`src/rtl/snes_joy_pkg.sv`:
```
// Shared types and constants for the SNES automatic joypad read sequencer.
package snes_joy_pkg;

  // Sequencer phases: strobe the pads, then 16 low/high clock pairs, then a one-cycle commit.
  typedef enum logic [2:0] {
    IDLE  = 3'd0,
    LATCH = 3'd1,
    LOW   = 3'd2,
    HIGH  = 3'd3,
    DONE  = 3'd4
  } joy_state_t;

  // Each port line delivers a 16-bit button word per read.
  localparam int JOY_BITS = 16;

  // Default timing, in CE ticks.
  localparam logic [7:0] DEF_LATCH_TICKS = 8'd12;
  localparam logic [7:0] DEF_HALF_TICKS  = 8'd6;

  // Converts a tick count into the down-counter reload value; a count of 0 behaves like 1.
  function automatic logic [7:0] ticks_to_load(input logic [7:0] ticks);
    logic [7:0] w_load;
    w_load = (ticks == 8'd0) ? 8'd0 : (ticks - 8'd1);
    return w_load;
  endfunction

endpackage

```
`src/rtl/snes_joy_tick_timer.sv`:
```
// Loadable 8-bit down-counter that times each sequencer phase in CE ticks.
// o_last is high on the CE tick that ends the current phase (count already at zero).
module snes_joy_tick_timer (
  input  logic       i_clk,
  input  logic       i_rst_n,
  input  logic       i_ce,
  input  logic       i_load,
  input  logic [7:0] i_load_val,
  output logic       o_last
);

  logic [7:0] r_count;

  // Reload on phase entry, otherwise count down once per CE tick and rest at zero.
  always_ff @(posedge i_clk or negedge i_rst_n) begin
    if (!i_rst_n) begin
      r_count <= 8'd0;
    end else if (i_load) begin
      r_count <= i_load_val;
    end else if (i_ce && (r_count != 8'd0)) begin
      r_count <= r_count - 8'd1;
    end
  end

  assign o_last = i_ce && (r_count == 8'd0);

endmodule

```
`src/rtl/snes_autojoy.sv`:
```
// SNES automatic joypad read sequencer.
// At vblank start (when enabled) it strobes both controller ports, clocks 16 bits out of
// each of the four data lines, and publishes them as JOY1..JOY4 once the whole read is done.
// While idle it forwards the CPU's manual strobe level and read-clock pulses to the ports.
module snes_autojoy
  import snes_joy_pkg::*;
#(
  parameter logic [7:0] LATCH_TICKS = DEF_LATCH_TICKS,
  parameter logic [7:0] HALF_TICKS  = DEF_HALF_TICKS
) (
  input  logic                i_clk,
  input  logic                i_rst_n,
  input  logic                i_ce,
  input  logic                i_enable,
  input  logic                i_vblank_start,
  input  logic                i_cpu_strobe,
  input  logic                i_cpu_rd1,
  input  logic                i_cpu_rd2,
  input  logic [1:0]          i_port1_do,
  input  logic [1:0]          i_port2_do,
  output logic                o_port_latch,
  output logic                o_port1_clk,
  output logic                o_port2_clk,
  output logic [JOY_BITS-1:0] o_joy1,
  output logic [JOY_BITS-1:0] o_joy2,
  output logic [JOY_BITS-1:0] o_joy3,
  output logic [JOY_BITS-1:0] o_joy4,
  output logic                o_busy
);

  localparam logic [7:0] LATCH_LOAD = ticks_to_load(LATCH_TICKS);
  localparam logic [7:0] HALF_LOAD  = ticks_to_load(HALF_TICKS);

  joy_state_t r_state;
  joy_state_t w_state_next;

  logic [3:0] r_bit_cnt;

  logic [JOY_BITS-1:0] r_shadow1;
  logic [JOY_BITS-1:0] r_shadow2;
  logic [JOY_BITS-1:0] r_shadow3;
  logic [JOY_BITS-1:0] r_shadow4;

  logic [JOY_BITS-1:0] r_joy1;
  logic [JOY_BITS-1:0] r_joy2;
  logic [JOY_BITS-1:0] r_joy3;
  logic [JOY_BITS-1:0] r_joy4;

  logic r_busy;
  logic r_port_latch;
  logic r_port1_clk;
  logic r_port2_clk;

  logic       w_start;
  logic       w_sample;
  logic       w_bit_advance;
  logic       w_commit;
  logic       w_tick_last;
  logic       w_tick_load;
  logic [7:0] w_tick_val;
  logic       w_busy_next;
  logic       w_manual_ok;
  logic       w_auto_latch;
  logic       w_auto_clk;

  // One shared phase timer, reloaded whenever the sequencer enters a new phase.
  snes_joy_tick_timer u_tick_timer (
    .i_clk      (i_clk),
    .i_rst_n    (i_rst_n),
    .i_ce       (i_ce),
    .i_load     (w_tick_load),
    .i_load_val (w_tick_val),
    .o_last     (w_tick_last)
  );

  // State register.
  always_ff @(posedge i_clk or negedge i_rst_n) begin
    if (!i_rst_n) begin
      r_state <= IDLE;
    end else begin
      r_state <= w_state_next;
    end
  end

  // Next-state logic plus the per-edge strobes (start, sample, bit advance, commit).
  always_comb begin
    w_state_next  = r_state;
    w_start       = 1'b0;
    w_sample      = 1'b0;
    w_bit_advance = 1'b0;
    w_commit      = 1'b0;
    case (r_state)
      IDLE: begin
        if (i_vblank_start && i_enable) begin
          w_state_next = LATCH;
          w_start      = 1'b1;
        end
      end
      LATCH: begin
        if (w_tick_last) begin
          w_state_next = LOW;
        end
      end
      LOW: begin
        if (w_tick_last) begin
          w_state_next = HIGH;
          w_sample     = 1'b1;
        end
      end
      HIGH: begin
        if (w_tick_last) begin
          if (r_bit_cnt == 4'd15) begin
            w_state_next = DONE;
          end else begin
            w_state_next  = LOW;
            w_bit_advance = 1'b1;
          end
        end
      end
      DONE: begin
        w_state_next = IDLE;
        w_commit     = 1'b1;
      end
      default: begin
        w_state_next = IDLE;
      end
    endcase
  end

  // Timer reload value for the phase being entered.
  always_comb begin
    w_tick_load = (w_state_next != r_state);
    w_tick_val  = 8'd0;
    case (w_state_next)
      LATCH:   w_tick_val = LATCH_LOAD;
      LOW:     w_tick_val = HALF_LOAD;
      HIGH:    w_tick_val = HALF_LOAD;
      default: w_tick_val = 8'd0;
    endcase
  end

  // Bit counter: advances after each completed high phase, returns to zero on commit.
  always_ff @(posedge i_clk or negedge i_rst_n) begin
    if (!i_rst_n) begin
      r_bit_cnt <= 4'd0;
    end else if (w_commit) begin
      r_bit_cnt <= 4'd0;
    end else if (w_bit_advance) begin
      r_bit_cnt <= r_bit_cnt + 4'd1;
    end
  end

  // Shadow registers collect the active-high bits, first bit ending up in the MSB.
  always_ff @(posedge i_clk or negedge i_rst_n) begin
    if (!i_rst_n) begin
      r_shadow1 <= '0;
      r_shadow2 <= '0;
      r_shadow3 <= '0;
      r_shadow4 <= '0;
    end else if (w_start) begin
      r_shadow1 <= '0;
      r_shadow2 <= '0;
      r_shadow3 <= '0;
      r_shadow4 <= '0;
    end else if (w_sample) begin
      r_shadow1 <= {r_shadow1[JOY_BITS-2:0], ~i_port1_do[0]};
      r_shadow2 <= {r_shadow2[JOY_BITS-2:0], ~i_port2_do[0]};
      r_shadow3 <= {r_shadow3[JOY_BITS-2:0], ~i_port1_do[1]};
      r_shadow4 <= {r_shadow4[JOY_BITS-2:0], ~i_port2_do[1]};
    end
  end

  // Published button words only change on the commit edge, so partial reads never show.
  always_ff @(posedge i_clk or negedge i_rst_n) begin
    if (!i_rst_n) begin
      r_joy1 <= '0;
      r_joy2 <= '0;
      r_joy3 <= '0;
      r_joy4 <= '0;
    end else if (w_commit) begin
      r_joy1 <= r_shadow1;
      r_joy2 <= r_shadow2;
      r_joy3 <= r_shadow3;
      r_joy4 <= r_shadow4;
    end
  end

  // Port-side values for the upcoming cycle. Manual read pulses are honoured only when the
  // sequencer was idle and stays idle, so a coincident vblank start drops them.
  always_comb begin
    w_busy_next  = (w_state_next != IDLE);
    w_manual_ok  = (r_state == IDLE) && (w_state_next == IDLE);
    w_auto_latch = (w_state_next == LATCH);
    w_auto_clk   = (w_state_next == HIGH);
  end

  // Registered BUSY flag and port strobe/clock muxing between auto-read and CPU control.
  always_ff @(posedge i_clk or negedge i_rst_n) begin
    if (!i_rst_n) begin
      r_busy       <= 1'b0;
      r_port_latch <= 1'b0;
      r_port1_clk  <= 1'b0;
      r_port2_clk  <= 1'b0;
    end else begin
      r_busy       <= w_busy_next;
      r_port_latch <= w_busy_next ? w_auto_latch : i_cpu_strobe;
      r_port1_clk  <= w_manual_ok ? i_cpu_rd1 : w_auto_clk;
      r_port2_clk  <= w_manual_ok ? i_cpu_rd2 : w_auto_clk;
    end
  end

  assign o_busy       = r_busy;
  assign o_port_latch = r_port_latch;
  assign o_port1_clk  = r_port1_clk;
  assign o_port2_clk  = r_port2_clk;
  assign o_joy1       = r_joy1;
  assign o_joy2       = r_joy2;
  assign o_joy3       = r_joy3;
  assign o_joy4       = r_joy4;

endmodule

```
`config.mk`:
```
export PLATFORM = sky130hd
export DESIGN_NAME = snes_autojoy
export DESIGN_NICKNAME = d
export VERILOG_FILES = /design/src/rtl/snes_joy_pkg.sv /design/src/rtl/snes_joy_tick_timer.sv /design/src/rtl/snes_autojoy.sv
export SDC_FILE = /design/constraint.sdc
export NUM_CORES = 1
export LEC_CHECK = 0
export CAP_MARGIN = 20
export CELL_PAD_IN_SITES_DETAIL_PLACEMENT = 2
export CELL_PAD_IN_SITES_GLOBAL_PLACEMENT = 2
export CORE_AREA = 2 2 134 136
export CTS_BUF_LIST = sky130_fd_sc_hd__clkbuf_2 sky130_fd_sc_hd__clkbuf_4 sky130_fd_sc_hd__clkbuf_8
export CTS_CLUSTER_DIAMETER = 200
export DETAILED_ROUTE_END_ITERATION = 6
export DIE_AREA = 0 0 136 138
export HOLD_SLACK_MARGIN = 0.1
export PLACE_DENSITY_LB_ADDON = 0.1
export SLEW_MARGIN = 10
export SYNTH_ARGS = -nofsm -noshare
export SYNTH_HDL_FRONTEND = slang
export SYNTH_SLANG_ARGS = --single-unit
```
`constraint.sdc`:
```
create_clock -name i_clk -period 2.3 [get_ports i_clk]
set_input_delay 0.46 -clock i_clk [delete_from_list [all_inputs] [get_ports i_clk]]
set_output_delay 0.46 -clock i_clk [all_outputs]
set_load 0.02 [all_outputs]
```
Word level (Yosys, flattened, before mapping)
Cells that the tools add are included.
- bitwise operators: 4
- $add $sub $neg: 2
- reductions and logical operators: 13
- multiplexer cells: 30
- equal/unequal tests: 9
- operators with widths (operator ; count):
    two-way mux 16 bit ; 8
    two-way mux 8 bit ; 2
    two-way mux 3 bit ; 5
    == test 3 x 2 -> 1 bit (second input constant) ; 4
    one-hot mux 3 bit (4 select lines) ; 1
    two-way mux 1 bit ; 11
    logical NOT 8 bit ; 1
    two-way mux 4 bit ; 2
    one-hot mux 4 bit (2 select lines) ; 1
    nonzero test 8 bit ; 1
    subtractor 8 x 1 -> 8 bit (second input constant) ; 1
    == test 3 x 1 -> 1 bit (second input constant) ; 2
    logical NOT 3 bit ; 2
    nonzero test 2 bit ; 3
    adder 4 x 1 -> 4 bit (second input constant) ; 1
    == test 4 bit (second input constant) ; 1
    logical AND 1 bit ; 4
    inverter 1 bit ; 4
    == test 3 bit (second input constant) ; 1
    inequality test 3 bit ; 1
    nonzero test 3 bit ; 1
    OR reduction 2 bit ; 1
- register bits after elaboration: 147
- output and inout bits: 68
- input bits: 12

Logic depth before layout (Yosys ltp)
- depth in word-level cells: 8
- depth in mapped cells: 8
- gate-level depth less buffers: 6

Cells and area by module
Synthesis repeated with hierarchy kept, for this count alone.
- cells, all modules: 533
- area total of the unflattened synthesis: 6180.9 um2
- by module, submodules not included (module ; times used ; cells an instance ; area an instance (um2) ; sequential area each (um2)):
    snes_autojoy ; 1 ; 477 ; 5630.4 ; 3478.3
    snes_joy_tick_timer ; 1 ; 56 ; 550.5 ; 200.2

Worst setup path before layout
Ideal clock, no wire load.
- path type: reg2reg
- start: register u_tick_timer.r_count[0]
- end: register u_tick_timer.r_count[1]
- library setup time: 0.120 ns
- cell stages (with the launch flop): 7
- clock period less this slack: 1.852 ns
- buffers on the path: 0
- arrival time: 1.731 ns
- setup slack: 0.448 ns
- cell sequence: dfrtp_1 > inv_1 > ha_1 > or3b_2 > o21a_4 > or2_0 > a41o_1
- cells in the longest elaborated chain, start to end: 8
- RTL lines (item ; line ; RTL):
    start: declaration ; snes_joy_tick_timer.sv:12 ; logic [7:0] r_count;
    start signal: assignment ; snes_joy_tick_timer.sv:19 ; r_count <= i_load_val;
    start signal: assignment ; snes_joy_tick_timer.sv:21 ; r_count <= r_count - 8'd1;
    logical NOT 8 bit ; snes_joy_tick_timer.sv:25 ; assign o_last = i_ce && (r_count == 8'd0);
    logical AND 1 bit ; snes_joy_tick_timer.sv:25 ;
    two-way mux 3 bit, on equally long branches ; snes_autojoy.sv:111, snes_autojoy.sv:100, snes_autojoy.sv:105 ;
    one-hot mux 3 bit (4 select lines) ; snes_autojoy.sv:92 ; case (r_state)
    == test 3 x 2 -> 1 bit ; snes_autojoy.sv:134 ; case (w_state_next)
    OR reduction 2 bit (no source line) ; -- ;
    one-hot mux 4 bit (2 select lines) ; snes_autojoy.sv:134 ;
    two-way mux 8 bit ; snes_joy_tick_timer.sv:18 ; end else if (i_load) begin
Parallel ways exist; a longest one is shown, timed or not. The select of a mux whose other input is x is not followed.
A chain may end at the register's enable or synchronous reset.

Worst setup path in the final report
- start: register u_tick_timer.r_count[2]
- end: register u_tick_timer.r_count[2]
Same word-level chain as after synthesis.

==> run metrics <==
core box area 17,500 µm²; drt initial violations 243; n_diodes 0; share of cells above drive strength 1 7.95%; CTS root buf clkbuf_8; warnings from Yosys 0; post-DP HPWL 9.99 mm; Max Freq 491 MHz; setup tns final 0 ns; Worst-path clk slew 0.08 ns; DR vias 4,794; clk sinks 147; Setup Skew 0.0101 ns; worst-skew pair later-pin latency 0.45 ns; final wirelength 15.8 mm; CP arrival 2.35 ns; Final Hold Vio Count 0; Post-DRT Antenna Nets 0; PwrDens 797 nW/µm²; Die Height 138 µm; Hold Path Class flop to flop; Buf/Inv on CP 0; Top delay family on crit path compound AO/OA/AOI/OAI gates; max_slew headroom 59.9%; RSZ-0062 raised after global routing false; LEAKAGE 3.82 nW; fill cell count 1,927; Synth Cell Area 5970 µm²; unique cell type count in the Yosys netlist 44; vias in the first global route 5,425; Boundary Pins 80; post-detailed-route via-to-cell ratio 4.94; final-report setup violation count 0; Starting Density 34.0%; FF+latch area 3680 µm²; largest net degree at the start of global routing 69; first-pass GRT wire length 27.7 mm; minimum clock period after layout 2.04 ns; CTS Buf Count 17; syn nets 671; cell row count 49; Synth Register Bits 147; drt drc 0; max-slew violation count 0; max incr delay on CP 0.55 ns; CP Max Fanout 7; syn avg cell area 9.10 µm²; Max-Cap Viols 0; minimum hold slack 0.474 ns; status complete, no violations; prevailing post-synth register cell dfrtp_1; Slew @ Worst Pin 0.599 ns; async set-reset flop share out of synthesis 100%; GRT overflow 0; die extent in x 136 µm; # nets final 744; crit end category flop; gpl congestion 0.768; sequential share of the synthesized area 61.6%; CP required 2.61 ns; critical path type flop to flop; area of the multi-input gates 2110 µm²; I/O Buffers 79; Layout area overhead 26.3%; DR pass1 iterations 4; antenna violations before repair 0; post-layout total power 0.00601 W; Post-synth EDFFs 0; Critical Path Start Type flop; die area 18,800 µm²; clock tree buffer depth 2; CTS tree built; Mapped Cells 656; Wirelength per Cell 16.3 µm; Peak VDD IR 0.325 mV; crit-path cells nor4_4, nand2_1, o31ai_1, o32ai_1; CTS H-Tree Depth 4; Critical-path top delay cell nor4_4; Gates resized, CTS repair 0; overall routing resource usage 18.4%; period utilisation layout 88.6%
## layer usage
| metal | part of all wire [%] | GRT usage [%] | wire, µm | up-vias |
|---|---|---|---|---|
| li1 | - | - | - | 2252 |
| met1 | 46 | 23.5 | 7200 | 2468 |
| met2 | 51 | 31.6 | 8060 | 58 |
| met3 | 2.3 | 3.70 | 366 | 16 |
| met4 | 1.1 | 5.26 | 180 | 0 |
| met5 | 0 | 0 | 0 | - |
## sequential cells by signal, summed over array words and instances (netlist names)
name,count
r_bit_cnt,4
o_port2_clk,1
o_joy1,16
u_tick_timer.r_count,8
r_shadow4,16
o_joy2,16
r_shadow1,16
o_port1_clk,1
r_state,3
o_joy4,16
o_port_latch,1
o_joy3,16
o_busy,1
r_shadow2,16
r_shadow3,16
## power breakdown
part / internal [W] / total (W) / switching (W)
logic: 0.000328 / 0.000766 / 0.000437
registers: 0.00272 / 0.00290 / 0.000183
clock network: 0.00133 / 0.00234 / 0.00101
## layout by cell type, fill, tap and decap left out, drive strengths merged, types with 3 or more instances in the layout
master / instances
nor2: 13
dfrtp: 147
a31oi: 5
clkdlybuf4s50: 78
nor4: 3
nand2: 319
clkbuf: 19
bufinv: 5
nand3: 59
inv: 4
o2111ai: 3
or2: 3
o21ai: 6
xor2: 5
a21oi: 18
buf: 14
clkinv: 6
ha: 3
nand4: 4
## cell type report
cell class / count / area share [%]
multi-input cells: 466 / 28.0
inverters: 4 / 0.199
clock buffers: 19 / 3.39
repair buffers: 93 / 13.1
clock inverters: 13 / 2.74
well taps: 229 / 3.80
flip-flops and latches: 147 / 48.8
## path summary, 6_finish.rpt
check | slack, ns | to | cells past startpoint | from
max | 0.26 | u_tick_timer.r_count[2] | 4 | u_tick_timer.r_count[2]
min | 0.47 | o_joy4[15] | 2 | r_shadow4[15]
max reg2reg | 0.26 | u_tick_timer.r_count[2] | 4 | u_tick_timer.r_count[2]
min reg2reg | 0.47 | o_joy4[15] | 2 | r_shadow4[15]
max in group asynchronous | 1.09 | o_joy3[10] | 3 | i_rst_n
min in group asynchronous | 0.52 | o_joy1[8] | 2 | i_rst_n
## synthesized netlist by cell type (all sizes together), types with 2 or more instances
master   number  area (µm²)
or3           2        12.5
nor2b         2        12.5
nand2       319        1200
o21ai         6        30.0
clkbuf       19        72.6
nor4          3        33.8
inv           3        11.3
or2           3        18.8
nand3        59         295
nor3          2        10.0
o2111ai       3        26.3
buf          20         105
nor2         13        48.8
a21oi        18        93.8
nand4         4        25.0
o21a          2        22.5
xor2          5        43.8
dfrtp       147        3680
or4b          2        20.0
a31oi         5        31.3
ha            3        37.5
## repair_timing
| item | CTS | global route |
|---|---|---|
| setup endpoints to repair | 0 | 0 |
| hold buffers | 1 | 0 |
| buffers inserted | 0 | 0 |
| hold endpoints to repair | 47 | 0 |
## metrics by stage
stage	utilization, %	cells	instance area [µm²]	worst slack [ns]
final	43.0	971	7540	0.261
after floorplan	-	656	5970	0.448
after global routing	43.0	971	7540	0.146
after global placement	40.3	938	7060	0.228
after detailed placement	40.3	938	7060	0.0966
after CTS	43.0	971	7540	0.233
## tightest hold or removal path, delay by kind of cell (launching register included)
family / cells / cell delay (ns)
AND/OR/NAND/NOR: 2 / 0.10
flip-flops: 1 / 0.35
## logic make-up (layout without fill, tap and decap cells)
kind of cell	Yosys count	count (layout)	share of synthesized area (%)
AO/OA/AOI/OAI	39	39	4.11
adder cells (fa/ha/maj)	3	3	0.629
buffers and inverters	43	129	3.23
AND/OR/NAND/NOR	417	417	29.2
flip-flops	147	147	61.6
XOR/XNOR	5	5	0.734
multiplexers	2	2	0.419
No activity file was read; power rests on OpenSTA's default activity.
